### config.mk
export PLATFORM = sky130hd
export DESIGN_NAME = alu_share_arbiter
export DESIGN_NICKNAME = d
export VERILOG_FILES = /design/src/rtl/alu_pkg.sv /design/src/rtl/alu_core.sv /design/src/rtl/alu_share_arbiter.sv
export SDC_FILE = /design/constraint.sdc
export NUM_CORES = 1
export LEC_CHECK = 0
export BUFFER_PORTS_ARGS = -buffer_cell sky130_fd_sc_hd__buf_2
export CAP_MARGIN = 10
export CORE_ASPECT_RATIO = 0.9
export CORE_MARGIN = 2
export CORE_UTILIZATION = 56
export CTS_CLUSTER_SIZE = 25
export DETAILED_ROUTE_END_ITERATION = 16
export PLACE_DENSITY_LB_ADDON = 0.3
export REMOVE_ABC_BUFFERS = 1
export SLEW_MARGIN = 20
export SYNTH_ARGS = -nofsm -noshare
export SYNTH_HDL_FRONTEND = slang
export SYNTH_HIERARCHICAL = 1
export SYNTH_SLANG_ARGS = --single-unit
### constraint.sdc
create_clock -name clk -period 4.85 [get_ports clk]
set_input_delay 0.2425 -clock clk [delete_from_list [all_inputs] [get_ports clk]]
set_output_delay 0.2425 -clock clk [all_outputs]
set_load 0.01 [all_outputs]
### src/rtl/alu_pkg.sv
// Shared definitions for the shared-ALU arbiter: ALU control codes and FSM state encoding.
package alu_pkg;

    localparam logic [3:0] ALU_ADD = 4'b0010;
    localparam logic [3:0] ALU_SUB = 4'b0110;
    localparam logic [3:0] ALU_AND = 4'b0000;
    localparam logic [3:0] ALU_OR  = 4'b0001;

    typedef enum logic [1:0] {
        IDLE = 2'b00,
        EXEC = 2'b01,
        RESP = 2'b10
    } alu_state_e;

endpackage

### src/rtl/alu_core.sv
// Purely combinational ALU: ADD/SUB wrap modulo 2^WIDTH, AND/OR bitwise, unknown codes yield zero.
module alu_core
    import alu_pkg::*;
#(
    parameter int WIDTH = 32
) (
    input  logic [3:0]       ctrl,
    input  logic [WIDTH-1:0] a,
    input  logic [WIDTH-1:0] b,
    output logic [WIDTH-1:0] result
);

    // Operation decode; carries and overflow are intentionally dropped.
    always_comb begin
        result = '0;
        case (ctrl)
            ALU_ADD: result = a + b;
            ALU_SUB: result = a - b;
            ALU_AND: result = a & b;
            ALU_OR:  result = a | b;
            default: result = '0;
        endcase
    end

endmodule

### src/rtl/alu_share_arbiter.sv
// Two-requester arbiter around one shared ALU with LATENCY-cycle execute and valid/ready response.
// Define ALU_ARB_FIXED_PRIO_EN for fixed priority (req0 wins ties); default is round-robin.
module alu_share_arbiter
    import alu_pkg::*;
#(
    parameter int WIDTH   = 32,
    parameter int LATENCY = 1
) (
    input  logic             clk,
    input  logic             reset_n,
    input  logic             req0_valid,
    output logic             req0_ready,
    input  logic [3:0]       req0_ctrl,
    input  logic [WIDTH-1:0] req0_a,
    input  logic [WIDTH-1:0] req0_b,
    input  logic             req1_valid,
    output logic             req1_ready,
    input  logic [3:0]       req1_ctrl,
    input  logic [WIDTH-1:0] req1_a,
    input  logic [WIDTH-1:0] req1_b,
    output logic             resp_valid,
    input  logic             resp_ready,
    output logic             resp_id,
    output logic [WIDTH-1:0] resp_data,
    output logic             resp_zero
);

    localparam int              CNT_W    = (LATENCY > 1) ? $clog2(LATENCY) : 1;
    localparam logic [CNT_W-1:0] CNT_LOAD = CNT_W'(LATENCY - 1);

    alu_state_e       state_r;
    alu_state_e       state_nxt_s;
    logic [CNT_W-1:0] cnt_r;
    logic             grant0_s;
    logic             grant1_s;
    logic             accept_s;
    logic             grant_id_s;
    logic [3:0]       cap_ctrl_r;
    logic [WIDTH-1:0] cap_a_r;
    logic [WIDTH-1:0] cap_b_r;
    logic             cap_id_r;
    logic [WIDTH-1:0] alu_result_s;
    logic             resp_valid_r;
    logic             resp_id_r;
    logic [WIDTH-1:0] resp_data_r;
    logic             resp_zero_r;

`ifndef ALU_ARB_FIXED_PRIO_EN
    logic             last_grant_r;
`endif

    // Grant selection among pending requesters.
    always_comb begin
        grant0_s = 1'b0;
        grant1_s = 1'b0;
`ifdef ALU_ARB_FIXED_PRIO_EN
        grant0_s = req0_valid;
        grant1_s = req1_valid & ~req0_valid;
`else
        if (req0_valid && req1_valid) begin
            grant0_s = last_grant_r;
            grant1_s = ~last_grant_r;
        end else begin
            grant0_s = req0_valid;
            grant1_s = req1_valid;
        end
`endif
    end

    // Readys are forced low while reset is held, not just after the state clears.
    assign req0_ready = reset_n & (state_r == IDLE) & grant0_s;
    assign req1_ready = reset_n & (state_r == IDLE) & grant1_s;
    assign accept_s   = req0_ready | req1_ready;
    assign grant_id_s = ~req0_ready;

    // Next-state decode for IDLE -> EXEC -> RESP -> IDLE.
    always_comb begin
        state_nxt_s = state_r;
        case (state_r)
            IDLE: begin
                if (accept_s) state_nxt_s = EXEC;
                else          state_nxt_s = IDLE;
            end
            EXEC: begin
                if (cnt_r == '0) state_nxt_s = RESP;
                else             state_nxt_s = EXEC;
            end
            RESP: begin
                if (resp_ready) state_nxt_s = IDLE;
                else            state_nxt_s = RESP;
            end
            default: state_nxt_s = IDLE;
        endcase
    end

    // FSM state register.
    always_ff @(posedge clk or negedge reset_n) begin
        if (!reset_n) state_r <= IDLE;
        else          state_r <= state_nxt_s;
    end

    // Operand capture at accept; later requester changes cannot reach the ALU.
    always_ff @(posedge clk or negedge reset_n) begin
        if (!reset_n) begin
            cap_ctrl_r <= 4'b0000;
            cap_a_r    <= '0;
            cap_b_r    <= '0;
            cap_id_r   <= 1'b0;
        end else if (accept_s) begin
            cap_ctrl_r <= req0_ready ? req0_ctrl : req1_ctrl;
            cap_a_r    <= req0_ready ? req0_a    : req1_a;
            cap_b_r    <= req0_ready ? req0_b    : req1_b;
            cap_id_r   <= grant_id_s;
        end
    end

    // Execute-phase down-counter.
    always_ff @(posedge clk or negedge reset_n) begin
        if (!reset_n)                                cnt_r <= '0;
        else if (accept_s)                           cnt_r <= CNT_LOAD;
        else if ((state_r == EXEC) && (cnt_r != '0)) cnt_r <= cnt_r - CNT_W'(1);
        else                                         cnt_r <= cnt_r;
    end

`ifndef ALU_ARB_FIXED_PRIO_EN
    // Round-robin history; resets to 1 so req0 wins the first tie.
    always_ff @(posedge clk or negedge reset_n) begin
        if (!reset_n)      last_grant_r <= 1'b1;
        else if (accept_s) last_grant_r <= grant_id_s;
        else               last_grant_r <= last_grant_r;
    end
`endif

    alu_core #(.WIDTH(WIDTH)) u_alu_core (
        .ctrl   (cap_ctrl_r),
        .a      (cap_a_r),
        .b      (cap_b_r),
        .result (alu_result_s)
    );

    // Response registers: loaded at the end of EXEC, held until the consumer takes them.
    always_ff @(posedge clk or negedge reset_n) begin
        if (!reset_n) begin
            resp_valid_r <= 1'b0;
            resp_id_r    <= 1'b0;
            resp_data_r  <= '0;
            resp_zero_r  <= 1'b0;
        end else if ((state_r == EXEC) && (cnt_r == '0)) begin
            resp_valid_r <= 1'b1;
            resp_id_r    <= cap_id_r;
            resp_data_r  <= alu_result_s;
            resp_zero_r  <= (alu_result_s == '0);
        end else if ((state_r == RESP) && resp_ready) begin
            resp_valid_r <= 1'b0;
        end else begin
            resp_valid_r <= resp_valid_r;
        end
    end

    assign resp_valid = resp_valid_r;
    assign resp_id    = resp_id_r;
    assign resp_data  = resp_data_r;
    assign resp_zero  = resp_zero_r;

endmodule
==> results of run 1 <==
-- per-stage QoR --
step | cells | total power (W) | TNS (ps) | area [µm²] | utilization [%]
final | 1301 | 0.00690 | 0 | 9730 | 65.6
after global routing | 1301 | 0.00747 | 0 | 9730 | 65.6
after CTS | 1300 | 0.00682 | 0 | 9710 | 65.5
after detailed placement | 1283 | 0.00608 | 0 | 9410 | 63.5
after global placement | 1283 | 0.00605 | 0 | 9410 | 63.5
after floorplan | 890 | 0.00490 | -84760 | 8100 | -
-- area by class of cell --
cell class                      instances  area, µm²
Tap cell                              198        248
Clock inverter                          4       32.5
Timing Repair Buffer                  197       1050
Sequential cell                       108       2700
Clock buffer                           12        256
Inverter                               18       67.6
Fill cell                            1286       5090
Multi-Input combinational cell        764       5370
-- metal layers --
layer	GRT usage, %	routed length, µm	vias to the layer above
li1	-	-	3993
met1	48.8	12200	3925
met2	42.1	9800	390
met3	4.34	2060	18
met4	5.66	246	0
met5	0	0	-
-- critical path: cells and delay by family, from the launching register on --
kind / cells / cell delay, ps
simple gates: 9 / 2400
flops: 1 / 460
compound gates: 6 / 800
fa+ha+maj: 1 / 350
xor+xnor: 2 / 270
buf+inv: 1 / 180
-- power breakdown --
| group | total, W | internal (W) | switching [W] |
|---|---|---|---|
| Sequential | 0.00174 | 0.00128 | 0.000465 |
| Clock | 0.000716 | 0.000380 | 0.000336 |
| Combinational | 0.00444 | 0.00189 | 0.00256 |
| Total | 0.00690 | 0.00355 | 0.00336 |
-- sequential cells by signal, summed over array words and instances, names as in the netlist --
signal and count:
state_r 2, resp_valid 1, resp_zero 1, resp_data 32, cnt_r 1, resp_id 1, cap_ctrl_r 4, cap_b_r 32
last_grant_r 1, cap_id_r 1, cap_a_r 32
-- cell usage after synthesis (6+ instances only) --
| library cell | instances | area share, % |
|---|---|---|
| nand2_1 | 69 | 3.0 |
| o31ai_2 | 9 | 1.3 |
| xor2_1 | 21 | 2.2 |
| o31ai_1 | 68 | 6.0 |
| nor4_1 | 12 | 0.88 |
| maj3_1 | 31 | 3.6 |
| buf_1 | 8 | 0.35 |
| a31oi_1 | 73 | 5.4 |
| o21ai_0 | 52 | 3.1 |
| inv_1 | 17 | 0.75 |
| buf_6 | 7 | 0.92 |
| nand3_1 | 6 | 0.35 |
| a21oi_1 | 112 | 6.6 |
| buf_2 | 17 | 1.0 |
| mux2_2 | 33 | 4.4 |
| nand2b_1 | 9 | 0.66 |
| a21o_1 | 8 | 0.70 |
| clkbuf_1 | 57 | 2.5 |
| xnor2_1 | 35 | 3.6 |
| nor2_1 | 29 | 1.3 |
| dfrtp_1 | 107 | 31 |
| nand4_1 | 73 | 5.4 |
| and3_1 | 6 | 0.44 |
| nor3_1 | 10 | 0.59 |
| ha_1 | 34 | 5.0 |
-- what timing repair did --
item	in CTS	in global routing
endpoints found under the setup margin	0	1
buffers inserted	0	1
hold buffers	1	0
resized for setup	0	2
endpoints found under the hold margin	40	0
-- kinds of logic (layout without fill, tap and decap cells) --
kind of cell / count (synthesis) / after routing / synth area share [%]
compound gates: 356 / 356 / 26.7
flops: 108 / 108 / 31.7
xor+xnor: 57 / 57 / 5.95
fa+ha+maj: 66 / 66 / 8.87
buf+inv: 108 / 231 / 5.74
simple gates: 250 / 250 / 16.5
mux: 35 / 35 / 4.59
-- worst max-delay path by stage --
stage | to | slack (ps)
after floorplan | cap_a_r[0] | -1230
after global placement | resp_zero | 360
after detailed placement | resp_zero | 350
after CTS | resp_zero | 300
after global routing | resp_zero | 6
final | resp_zero | 290
==> results.sh, run 1 <==
export IMPL_chipHeight_um=121
export IMPL_placementRows=42
export IMPL_hold_violations=0
export IMPL_fin_nets=1274
export IMPL_grt_pass1_vias=7352
export IMPL_syn2layout_area_growth_pct=14.1
export IMPL_whs_path_depth=2
export IMPL_ys_warn_count=6
export IMPL_dominantRegCellSynth="dfrtp_1"
export IMPL_diodes=0
export IMPL_setup_viol=0
export IMPL_gr_usage_all_layers_pct=30.0
export IMPL_cp_end_kind="register"
export IMPL_pre_cts_ws_ps=347
export IMPL_synth_edf_count=0
export IMPL_clkSinkCount=108
export IMPL_layout_cells_most_common="buf_2"
export IMPL_dr_pass1_iters=5
export IMPL_period_needed_ps=4560
export IMPL_reg2reg_from="cap_b_r[2]"
export IMPL_status="complete, no violations"
export IMPL_synthDistinctLibCells=74
export IMPL_layout_common_cells="buf_2 (176), a21oi_1 (112), dfrtp_1 (107)"
export IMPL_drive_gt1_share_pct=26.0
export IMPL_post_route_drc_count=0
export IMPL_cts_tree="done"
export IMPL_max_slew_worst_pin_slew_ps=851
export IMPL_die_w_um=134
export IMPL_gp_congestion=0.954
export IMPL_synth_seq_cells=108
export IMPL_p_per_area_mw_per_mm2=710
export IMPL_numCtsBuffers=9
export IMPL_slew_headroom_pct=43.3
export IMPL_dp_hpwl_um=17500
export IMPL_vias_per_cell=6.40
export IMPL_syn_area_mm2=0.00852
export IMPL_finalWorstSetupSlack_ps=290
export IMPL_clock_path_buffers=2
export IMPL_path_cells="nor4_1 -> nor4b_4 -> buf_4 -> nand2_1 -> nor4_2 -> a21oi_1 -> xnor2_1 -> ha_1 -> or2_2 -> a21oi_1 -> a21oi_1 -> nor3b_1 -> a211oi_1 -> and2b_2 -> xor2_1 -> o21ai_0 -> nor4_1 -> nand4_1 -> o31ai_1"
export IMPL_maxCapViolations=0
export IMPL_post_route_period_util_pct=94.0
export IMPL_dieArea_mm2=0.0162
export IMPL_grt_pass1_wl_um=39200
export IMPL_detail_route_antenna_nets=0
export IMPL_crit_arrival_ps=4820
export IMPL_fin_skew_ps=6.24
export IMPL_cp_max_fo=7
export IMPL_slowest_delay_ps=460
export IMPL_hold_class="input port to register"
export IMPL_clk_insertion_delay_late_ps=350
export IMPL_synth_avg_cell_area_um2=8.70
export IMPL_startpoint="cap_b_r[2]"
export IMPL_hp_start="resp_ready"
export IMPL_num_vias=8326
export IMPL_clockRootBuffer="clkbuf_16"
export IMPL_holdWs_ps=103
export IMPL_rsz0062_at_grt="false"
export IMPL_totalWireLength_um=24300
export IMPL_holdPathEnd="state_r[1]"
export IMPL_ios=178
export IMPL_core_mm2=0.0148
export IMPL_syn_inst=980
export IMPL_htree_levels=3
export IMPL_ys_seq_area_share_pct=31.7
export IMPL_grt_max_degree=139
export IMPL_critPathSlowestCell="dfrtp_1"
export IMPL_synthArstFlopShare_pct=100
export IMPL_path_common_cell="a21oi_1"
export IMPL_worstPathRequired_ps=5110
export IMPL_start_kind="register"
export IMPL_r2r_end="resp_zero"
export IMPL_drt_iter0_drc=594
export IMPL_clk_transition_reported_paths_ps=70
export IMPL_crit_type="register to register"
export IMPL_ir_drop_v=0.000337
export IMPL_p_leak_nw=4.06
export IMPL_antenna_found_initial=0
export IMPL_avgRoutedWirePerCell_um=18.6
export IMPL_portBuffers=177
export IMPL_worstRegToRegCells=19
export IMPL_slew_viol_final=0
export IMPL_reg2reg_slack_ps=290
export IMPL_overflow=0
export IMPL_fmax_mhz=219
export IMPL_start_util_pct=57.5
(Power assumes the default switching activity.)
==> run 2: changes to the inputs <==
--- a/config.mk
+++ b/config.mk
@@ -7,7 +7,6 @@
 export LEC_CHECK = 0
 export BUFFER_PORTS_ARGS = -buffer_cell sky130_fd_sc_hd__buf_2
 export CAP_MARGIN = 10
-export CORE_ASPECT_RATIO = 0.9
 export CORE_MARGIN = 2
 export CORE_UTILIZATION = 56
 export CTS_CLUSTER_SIZE = 25
==> run 2 against run 1 <==
Compared with the run above:
- via count rose by 1.7%
- largest cell class unchanged
- critical endpoint unchanged
- sequential power barely moved
- cell area increased by 0.82%
- utilization fell by 0.40 points
- global-route usage is 0.27 points higher
- critical path depth fell by 1
==> results.sh, run 2 (synthesis results as in run 1) <==
export IMPL_status="complete, no violations"
export IMPL_grt_pass1_vias=7534
export IMPL_drive_gt1_share_pct=26.8
export IMPL_p_switching_w=0.00344
export IMPL_htree_levels=3
export IMPL_layout_common_cells="buf_2 (176), a21oi_1 (111), dfrtp_1 (107)"
export IMPL_holdPathEnd="state_r[1]"
export IMPL_numCtsBuffers=9
export IMPL_num_vias=8464
export IMPL_start_util_pct=56.7
export IMPL_pre_cts_ws_ps=193
export IMPL_fin_skew_ps=15.0
export IMPL_cp_end_kind="register"
export IMPL_post_route_drc_count=0
export IMPL_power_frac_comb_pct=64.0
export IMPL_fmax_mhz=217
export IMPL_worstPathRequired_ps=5120
export IMPL_core_mm2=0.0150
export IMPL_crit_type="register to register"
export IMPL_diodes=0
export IMPL_period_needed_ps=4610
export IMPL_final_area_mm2=0.00981
export IMPL_hp_start="resp_ready"
export IMPL_slowest_delay_ps=570
export IMPL_post_route_period_util_pct=95.0
export IMPL_gr_usage_all_layers_pct=30.3
export IMPL_placementRows=45
export IMPL_clk_transition_reported_paths_ps=80
export IMPL_vias_per_cell=6.54
export IMPL_ir_drop_v=0.000310
export IMPL_dieArea_mm2=0.0162
export IMPL_maxCapViolations=0
export IMPL_worstRegToRegCells=18
export IMPL_antenna_found_initial=0
export IMPL_totalWireLength_um=24900
export IMPL_dr_pass1_iters=5
export IMPL_grt_pass1_wl_um=39900
export IMPL_pwr_share_clk_pct=11.2
export IMPL_portBuffers=177
export IMPL_ios=178
export IMPL_placed_area_mm2=0.00939
export IMPL_chipHeight_um=127
export IMPL_avgRoutedWirePerCell_um=19.2
export IMPL_max_slew_worst_pin_slew_ps=883
export IMPL_crit_arrival_ps=4880
export IMPL_fin_nets=1278
export IMPL_critPathSlowestCell="or4_4"
export IMPL_whs_path_depth=2
export IMPL_drt_iter0_drc=790
export IMPL_setup_viol=0
export IMPL_cp_max_fo=5
export IMPL_finalWorstSetupSlack_ps=241
export IMPL_syn2layout_area_growth_pct=15.1
export IMPL_rsz0062_at_grt="false"
export IMPL_intPower_w=0.00361
export IMPL_reg2reg_slack_ps=240
export IMPL_r2r_end="resp_zero"
export IMPL_slew_viol_final=0
export IMPL_finalCoreUtilization_pct=65.2
export IMPL_p_leak_nw=4.12
export IMPL_hold_class="input port to register"
export IMPL_clkSinkCount=108
export IMPL_dp_hpwl_um=18100
export IMPL_p_sw_share_pct=48.8
export IMPL_grt_max_degree=92
export IMPL_path_cells="or4_4 -> nor4_4 -> nand2_1 -> nor4_4 -> a21oi_1 -> xnor2_1 -> ha_1 -> and3_1 -> nand3_1 -> nand2_1 -> o21ai_0 -> a211oi_1 -> and2b_2 -> a21oi_1 -> o211ai_2 -> nor4_1 -> nand4_1 -> o31ai_1"
export IMPL_overflow=0
export IMPL_p_seq_share_pct=24.8
export IMPL_p_per_area_mw_per_mm2=719
export IMPL_cts_tree="done"
export IMPL_detail_route_antenna_nets=0
export IMPL_hold_violations=0
export IMPL_fin_total_pwr_w=0.00705
export IMPL_layout_cells_most_common="buf_2"
export IMPL_clk_insertion_delay_late_ps=370
export IMPL_clockRootBuffer="clkbuf_16"
export IMPL_nFillCells=1304
export IMPL_holdWs_ps=79.3
export IMPL_start_kind="register"
export IMPL_clock_path_buffers=2
export IMPL_die_w_um=127
export IMPL_slew_headroom_pct=41.2
export IMPL_reg2reg_from="cap_b_r[10]"
export IMPL_gp_congestion=0.906
run 2: power by group through the flow:
stage          sequential (W)  combinational [W]  clock [W]
2_1_floorplan         0.00169            0.00320          0
3_5_place_dp          0.00174            0.00435          0
4_1_cts               0.00173            0.00438   0.000801
5_1_grt               0.00180            0.00496   0.000838
3_3_place_gp          0.00172            0.00433          0
6_report              0.00175            0.00451   0.000792
run 2: how the worst max path moves through the flow:
stage,startpoint,endpoint,slack (ps),depth (start not counted)
2_1_floorplan,state_r[0],cap_a_r[0],-1230,3
3_3_place_gp,cap_b_r[4],resp_zero,300,18
3_5_place_dp,cap_b_r[4],resp_zero,190,18
4_1_cts,cap_b_r[4],resp_zero,120,18
5_1_grt,cap_b_r[10],resp_zero,6,18
6_report,cap_b_r[10],resp_zero,240,18
run 2: stage by stage:
stage,instances,TNS [ps]
final,1295,0
after global routing,1295,0
after CTS,1291,0
after detailed placement,1274,0
after global placement,1274,0
after floorplan,890,-84760
run 2: timing repair:
action                                 4_1_cts  5_1_grt
setup endpoints to repair                    0        1
buffers inserted                             0        4
endpoints found under the hold margin       41        0
hold buffers                                 1        0
resized for setup                            0        9
run 2: layout make-up:
type	instances	area, µm²	share of cell area (%)
Multi-Input combinational cell	764	5410	55.2
Tap cell	188	235	2.40
Sequential cell	108	2700	27.6
Inverter	18	67.6	0.689
Timing Repair Buffer	201	1070	10.9
Clock buffer	10	239	2.44
Clock inverter	6	78.8	0.804
run 2: metal layers:
metal	share of wire (%)	global-route usage, %	vias up
met2	42	43.0	459
met1	46	46.9	3971
li1	-	-	3992
met4	2.3	9.44	0
met3	9.0	5.19	42
met5	0	0	-
run 2: worst max-delay path: cells and delay by family (launching register included):
family                   cells  cell delay [ps]
AND/OR/NAND/NOR             10             2440
AO/OA/AOI/OAI                6             1100
adder cells (fa/ha/maj)      1              380
XOR/XNOR                     1              150
flip-flops                   1              440
